===== config.mk =====
export PLATFORM = sky130hd
export DESIGN_NAME = fetch_stage
export DESIGN_NICKNAME = d
export VERILOG_FILES = /design/src/rtl/fetch_stage.sv
export SDC_FILE = /design/constraint.sdc
export NUM_CORES = 1
export LEC_CHECK = 0
export ABC_CLOCK_PERIOD_IN_PS = 3300
export CAP_MARGIN = 20
export CORE_ASPECT_RATIO = 1.75
export CORE_MARGIN = 2
export CORE_UTILIZATION = 53
export DETAILED_ROUTE_END_ITERATION = 10
export MAX_ROUTING_LAYER = met4
export PLACE_DENSITY = 0.8
export RECOVER_POWER = 50
export SYNTH_ARGS = -nofsm -noshare
export SYNTH_HDL_FRONTEND = slang
export SYNTH_SLANG_ARGS = --single-unit
export TNS_END_PERCENT = 20

===== constraint.sdc =====
create_clock -name clk -period 3.3 [get_ports clk]
set_input_delay 0.33 -clock clk [delete_from_list [all_inputs] [get_ports clk]]
set_output_delay 0.33 -clock clk [all_outputs]
set_load 0.03 [all_outputs]

===== src/rtl/fetch_stage.sv =====
// fetch_fifo: small instruction buffer (storage, pointers, occupancy) with a synchronous clear.
// Latency: a push is visible at head_dat/count on the cycle after the push edge.
// Backpressure: no flow control of its own; pop-when-empty and push-when-full (without a pop) are ignored.
module fetch_fifo #(
   parameter int W     = 64,
   parameter int DEPTH = 2
) (
   input  logic                    clk,
   input  logic                    reset,
   input  logic                    clr,
   input  logic                    push_vld,
   input  logic [W-1:0]            push_dat,
   input  logic                    pop_vld,
   output logic [W-1:0]            head_dat,
   output logic [$clog2(DEPTH):0]  count
);
   localparam int AW = $clog2(DEPTH);

   logic [W-1:0]  mem_q [DEPTH];
   logic [W-1:0]  mem_d [DEPTH];
   logic [AW-1:0] wr_q, wr_d;
   logic [AW-1:0] rd_q, rd_d;
   logic [AW:0]   cnt_q, cnt_d;
   logic          do_push, do_pop;

   // Next storage/pointer/occupancy state; clear wins over push and pop.
   always_comb begin
      do_pop  = pop_vld && (cnt_q != '0);
      do_push = push_vld && ((cnt_q != (AW+1)'(DEPTH)) || do_pop);
      mem_d   = mem_q;
      wr_d    = wr_q;
      rd_d    = rd_q;
      cnt_d   = cnt_q;
      if (clr) begin
         wr_d  = '0;
         rd_d  = '0;
         cnt_d = '0;
      end else begin
         if (do_push) begin
            mem_d[wr_q] = push_dat;
            wr_d        = wr_q + 1'b1;
         end
         if (do_pop) begin
            rd_d = rd_q + 1'b1;
         end
         case ({do_push, do_pop})
            2'b10:   cnt_d = cnt_q + 1'b1;
            2'b01:   cnt_d = cnt_q - 1'b1;
            default: cnt_d = cnt_q;
         endcase
      end
   end

   // Buffer state registers.
   always_ff @(posedge clk or negedge reset) begin
      if (!reset) begin
         mem_q <= '{default: '0};
         wr_q  <= '0;
         rd_q  <= '0;
         cnt_q <= '0;
      end else begin
         mem_q <= mem_d;
         wr_q  <= wr_d;
         rd_q  <= rd_d;
         cnt_q <= cnt_d;
      end
   end

   assign head_dat = mem_q[rd_q];
   assign count    = cnt_q;
endmodule

// fetch_stage: MIPS IF stage; issues imem requests and buffers returned words with their PCs.
// Latency: f_valid rises one cycle after the ack edge; zero-wait memory sustains one instruction per cycle.
// Backpressure: f_stall holds the head; a request is only issued when a buffer slot is guaranteed for it.
module fetch_stage #(
   parameter logic [31:0] RESET_PC   = 32'h0000_0000,
   parameter int          IBUF_DEPTH = 2
) (
   input  logic        clk,
   input  logic        reset,
   input  logic        f_stall,
   input  logic        redirect,
   input  logic [31:0] redirect_pc,
   output logic        imem_req,
   output logic [31:0] imem_addr,
   input  logic        imem_ack,
   input  logic [31:0] imem_rdata,
   output logic        f_valid,
   output logic [31:0] f_instr,
   output logic [31:0] f_pc
);
   localparam int          CW     = $clog2(IBUF_DEPTH) + 1;
   localparam logic [31:0] PC_RST = {RESET_PC[31:2], 2'b00};

   typedef enum logic [1:0] {IDLE, REQ, DROP} state_t;

   typedef struct packed {
      logic [31:0] pc;
      logic [31:0] instr;
   } ibuf_entry_t;

   state_t      state_q, state_d;
   logic [31:0] pc_q, pc_d;
   logic [31:0] stale_q, stale_d;   // address of a squashed request still on the bus
   logic        push_vld, pop_vld;
   ibuf_entry_t push_dat, head_dat;
   logic [CW-1:0] count;
   logic [CW:0]   occ_next;
   logic          credit;
   logic          unused_redirect_lsbs;

   assign unused_redirect_lsbs = ^redirect_pc[1:0];

   // A redirect discards whatever would have entered or left the buffer this edge.
   assign f_valid  = (count != '0);
   assign push_vld = (state_q == REQ) && imem_ack && !redirect;
   assign pop_vld  = f_valid && !f_stall && !redirect;
   assign push_dat = '{pc: pc_q, instr: imem_rdata};

   fetch_fifo #(
      .W     (64),
      .DEPTH (IBUF_DEPTH)
   ) u_ibuf (
      .clk      (clk),
      .reset    (reset),
      .clr      (redirect),
      .push_vld (push_vld),
      .push_dat (push_dat),
      .pop_vld  (pop_vld),
      .head_dat (head_dat),
      .count    (count)
   );

   // Occupancy after this edge decides whether another request can be covered by a free slot.
   always_comb begin
      occ_next = {1'b0, count};
      if (redirect) begin
         occ_next = '0;
      end else if (push_vld && !pop_vld) begin
         occ_next = occ_next + 1'b1;
      end else if (pop_vld && !push_vld) begin
         occ_next = occ_next - 1'b1;
      end
      credit = ((occ_next + 1'b1) <= (CW+1)'(IBUF_DEPTH));
   end

   // Request FSM plus fetch PC and stale-address tracking.
   always_comb begin
      state_d = state_q;
      pc_d    = pc_q;
      stale_d = stale_q;
      if (redirect) begin
         pc_d = {redirect_pc[31:2], 2'b00};
      end else if (push_vld) begin
         pc_d = pc_q + 32'd4;
      end
      case (state_q)
         IDLE: begin
            if (redirect || credit) begin
               state_d = REQ;
            end
         end
         REQ: begin
            if (redirect) begin
               if (!imem_ack) begin
                  state_d = DROP;
                  stale_d = pc_q;
               end
            end else if (imem_ack) begin
               state_d = credit ? REQ : IDLE;
            end
         end
         DROP: begin
            // The squashed request must still complete; a further redirect only retargets pc.
            if (imem_ack) begin
               state_d = credit ? REQ : IDLE;
            end
         end
         default: state_d = IDLE;
      endcase
   end

   // FSM and PC registers.
   always_ff @(posedge clk or negedge reset) begin
      if (!reset) begin
         state_q <= IDLE;
         pc_q    <= PC_RST;
         stale_q <= PC_RST;
      end else begin
         state_q <= state_d;
         pc_q    <= pc_d;
         stale_q <= stale_d;
      end
   end

   assign imem_req  = (state_q != IDLE);
   assign imem_addr = (state_q == DROP) ? stale_q : pc_q;
   assign f_instr   = f_valid ? head_dat.instr : 32'h0;
   assign f_pc      = f_valid ? head_dat.pc    : 32'h0;
endmodule


==> impl_metrics.csv <==
group,metric,value,unit
yosys,synth_area_per_cell,11.9,sq um
floorplanning,core,17400,sq um
min_path,hp-class,"in2reg",
power,clkPwrFrac,20.0,%
floorplanning,start_util,53.7,%
global_route,grt_pass1_vias,6740,
floorplanning,die_h,180,um
power,peakVddDrop,0.500,mV
drt,routedWlPerCell,18.2,um
clock_tree,clk_latency,0.43,ns
yosys,synth.cell_area,9330,sq um
worst_setup_path,max_stage_delay,0.60,ns
cells_and_area,drive_above_1_share,25.6,%
placement,numPortBuffers,160,
clock_tree,cts_resized,0,
floorplanning,io_pins,167,
cells_and_area,antenna_cells,0,
power,p_sw_share,36.2,%
timing,clock.fmax,357,MHz
clock_tree,cts_tree,"done",
drt,routed_wl,21200,um
yosys,synth-warning-count,0,
drt,first_pass_iters,4,
cells_and_area,multi_input_area,4250,sq um
worst_setup_path,crit_arrival,2.47,ns
clock_tree,clkTransAtPathRegs,0.07,ns
drt,vias,6496,
drt,postRouteAntennaNets,0,
floorplanning,die-area,18700,sq um
yosys,netlist_top_cells_area,"dfrtp_1 51%, mux2_2 22%, mux2i_1 6.9%",
clock_tree,numCtsBuffers,17,
job,maxCapViolCount,0,
timing,fin_crit,2.80,ns
power,p_per_area,900,nW/um^2
drt,drt_iter0_markers,357,
timing,tns,0,ns
worst_setup_path,required,2.97,ns
yosys,synth-edff-count,0,
placement,dpl.hpwl,14200,um
yosys,netlist.area_leader.share,51.0,%
cells_and_area,final-seq-area,4760,sq um
timing,rsz0062_at_grt,"no",
worst_setup_path,cp-start-kind,"flop",
clock_tree,post-cts-setup-buffers,0,
yosys,synthCells,785,
power,fin_total_pwr,10.6,mW
timing,timing.final.crit_share,84.8,%
timing,drv_slew,0,
outcome,status,"finished clean",
clock_tree,h-tree-depth,4,
global_route,antenna_found_initial,0,
floorplanning,rows,64,
clock_tree,hold_buffers,1,
floorplanning,die_w,104,um
cells_and_area,syn2layout_area_growth,25.9,%
timing,timing.final.hold_violations,0,
worst_setup_path,cp-end-kind,"output port",
yosys,yosysUniqueCellTypes,50,
power,combPwrFrac,42.5,%
cells_and_area,fill_cells,1313,
global_route,grt_max_degree,95,
global_route,grt_usage,24.3,%
yosys,yosys_register_bits,190,
power,power_switching,3.83,mW
yosys,synth_ff_type,"dfrtp_1",
worst_setup_path,cp_max_fo,30,
clock_tree,cts_buffer_depth,2,
timing,worst_slew_pin_slew,1.38,ns
worst_setup_path,critical_path_class,"reg2out",
global_route,overflow,0,
yosys,ys_seq_area_share,51.0,%
drt,drc,0,
drt,vias_per_cell,5.60,
power,p_leak,4.70,nW
worst_setup_path,cp_cell_sequence,"nor2b_4, buf_12, mux2_2, clkdlybuf4s50_1",
power,power_frac_seq,37.5,%
clock_tree,cts_sinks,190,
placement,place_congestion,0.790,
power,internal_power,6.74,mW
yosys,ys_async_sr_fraction,100,%
yosys,synth_area_leader_cell,"dfrtp_1",
clock_tree,cts_root_buffer,"clkbuf_16",
timing,fin_skew,0.0119,ns
cells_and_area,final_nets,992,
timing,slew_headroom,7.79,%
worst_setup_path,crit_slowest_cell,"clkdlybuf4s50_1",
timing,setup_viol,0,
global_route,grt_pass1_wl,35200,um
kinds of logic after synthesis:
family,after synthesis,share of synthesized area [%]
muxes,245,28.7
DFF,190,51.0
and+or+nand+nor,184,9.91
buffers and inverters,78,3.71
AOI/OAI and AO/OA,64,4.22
xor gates and xnor gates,16,1.50
adders and majority gates,7,0.939
other,1,0.0402
stage by stage:
stage | utilization (%) | hold slack [ns] | cell area, sq um | setup WS, ns | cells
after floorplan | - | 0.0344 | 9340 | 0.955 | 788
after global placement | 64.3 | 0.444 | 11200 | 0.571 | 1127
after detailed placement | 64.3 | 0.445 | 11200 | 0.522 | 1127
after CTS | 67.9 | 0.440 | 11800 | 0.426 | 1160
after global routing | 67.6 | 0.477 | 11700 | 0.302 | 1160
final | 67.6 | 0.457 | 11700 | 0.502 | 1160
power by group through the flow:
stage | Clock [mW] | Combinational [mW] | Sequential (mW)
after floorplan | 0 | 3.20 | 3.71
after global placement | 0 | 4.45 | 3.94
after detailed placement | 0 | 4.55 | 4.01
after CTS | 2.15 | 4.56 | 3.96
after global routing | 2.25 | 4.82 | 4.11
final | 2.11 | 4.49 | 3.97
synth_stat cells (2+ instances only):
library cell / instances
or2_2: 3
clkbuf_2: 2
or4_1: 11
nand4_1: 7
inv_1: 9
buf_1: 10
or3_1: 8
or4_4: 2
mux2i_1: 64
xor2_1: 4
and3_1: 3
o21ai_0: 22
mux2_2: 181
clkbuf_1: 34
nor3_1: 4
buf_6: 2
dfrtp_1: 190
nor2_1: 88
nor4_1: 4
nand4b_1: 2
nand2_1: 25
o31ai_1: 10
a21o_1: 2
nand3_1: 14
buf_2: 17
nor3b_1: 2
xnor2_1: 12
a31oi_1: 19
buf_4: 4
ha_1: 7
a21oi_1: 4
critical path, delay by kind of cell (launching register included):
kind          cells  cell delay [ns]
simple gates      1             0.33
buf+inv           2             0.85
mux               1             0.40
flops             1             0.48
final timing paths:
check / from / end / slack (ns) / cells after the start
max in group asynchronous: reset / pc_q[29] / 0.95 / 3
min in group asynchronous: reset / u_ibuf.mem_q[48] / 0.51 / 2
worst max register to register: u_ibuf.count[0] / state_q[0] / 0.57 / 12
worst min-delay path: redirect_pc[19] / pc_q[19] / 0.46 / 3
worst min register to register: stale_q[31] / stale_q[31] / 0.51 / 1
worst max-delay path: state_q[1] / imem_addr[10] / 0.50 / 4
state kept, by name (all words and copies together) (netlist names):
register	flops
u_ibuf.mem_q	124
pc_q	30
stale_q	30
state_q	2
u_ibuf.count	2
u_ibuf.rd_q	1
u_ibuf.wr_q	1
layout make-up:
cell class	instances	share of cell area, %
sequential	190	40.5
multi-input combinational	520	36.2
timing repair buffer	178	15.3
clock buffer	20	3.89
tap	231	2.46
clock inverter	12	1.33
inverter	9	0.288
per-layer routing:
| metal | GRT usage [%] | vias up | part of all wire, % |
|---|---|---|---|
| met5 | - | - | 0 |
| met4 | 8.49 | 0 | 1.9 |
| met3 | 3.52 | 25 | 2.5 |
| met2 | 43.6 | 144 | 55 |
| met1 | 27.6 | 3290 | 41 |
| li1 | - | 3037 | - |
cell usage in the layout (no fill, tap or decap), types with 2 or more instances in the layout:
| master | instances |
|---|---|
| a21o_1 | 2 |
| a21oi_1 | 4 |
| a31oi_1 | 19 |
| and3_1 | 3 |
| buf_12 | 6 |
| buf_4 | 5 |
| bufinv_16 | 2 |
| clkbuf_1 | 5 |
| clkbuf_16 | 17 |
| clkbuf_2 | 2 |
| clkbuf_8 | 3 |
| clkdlybuf4s50_1 | 158 |
| clkinvlp_4 | 5 |
| conb_1 | 4 |
| dfrtp_1 | 189 |
| dlygate4sd3_1 | 2 |
| ha_1 | 7 |
| inv_1 | 9 |
| inv_8 | 3 |
| mux2_2 | 181 |
| mux2i_1 | 64 |
| nand2_1 | 25 |
| nand3_1 | 13 |
| nand3b_1 | 2 |
| nand4_1 | 7 |
| nand4b_1 | 2 |
| nor2_1 | 88 |
| nor3_1 | 4 |
| nor4_1 | 4 |
| o21ai_0 | 22 |
| o31ai_1 | 10 |
| or2_2 | 3 |
| or3_1 | 8 |
| or4_1 | 11 |
| or4_4 | 2 |
| xnor2_1 | 12 |
| xor2_1 | 4 |
No activity file was read; power rests on OpenSTA's default activity.
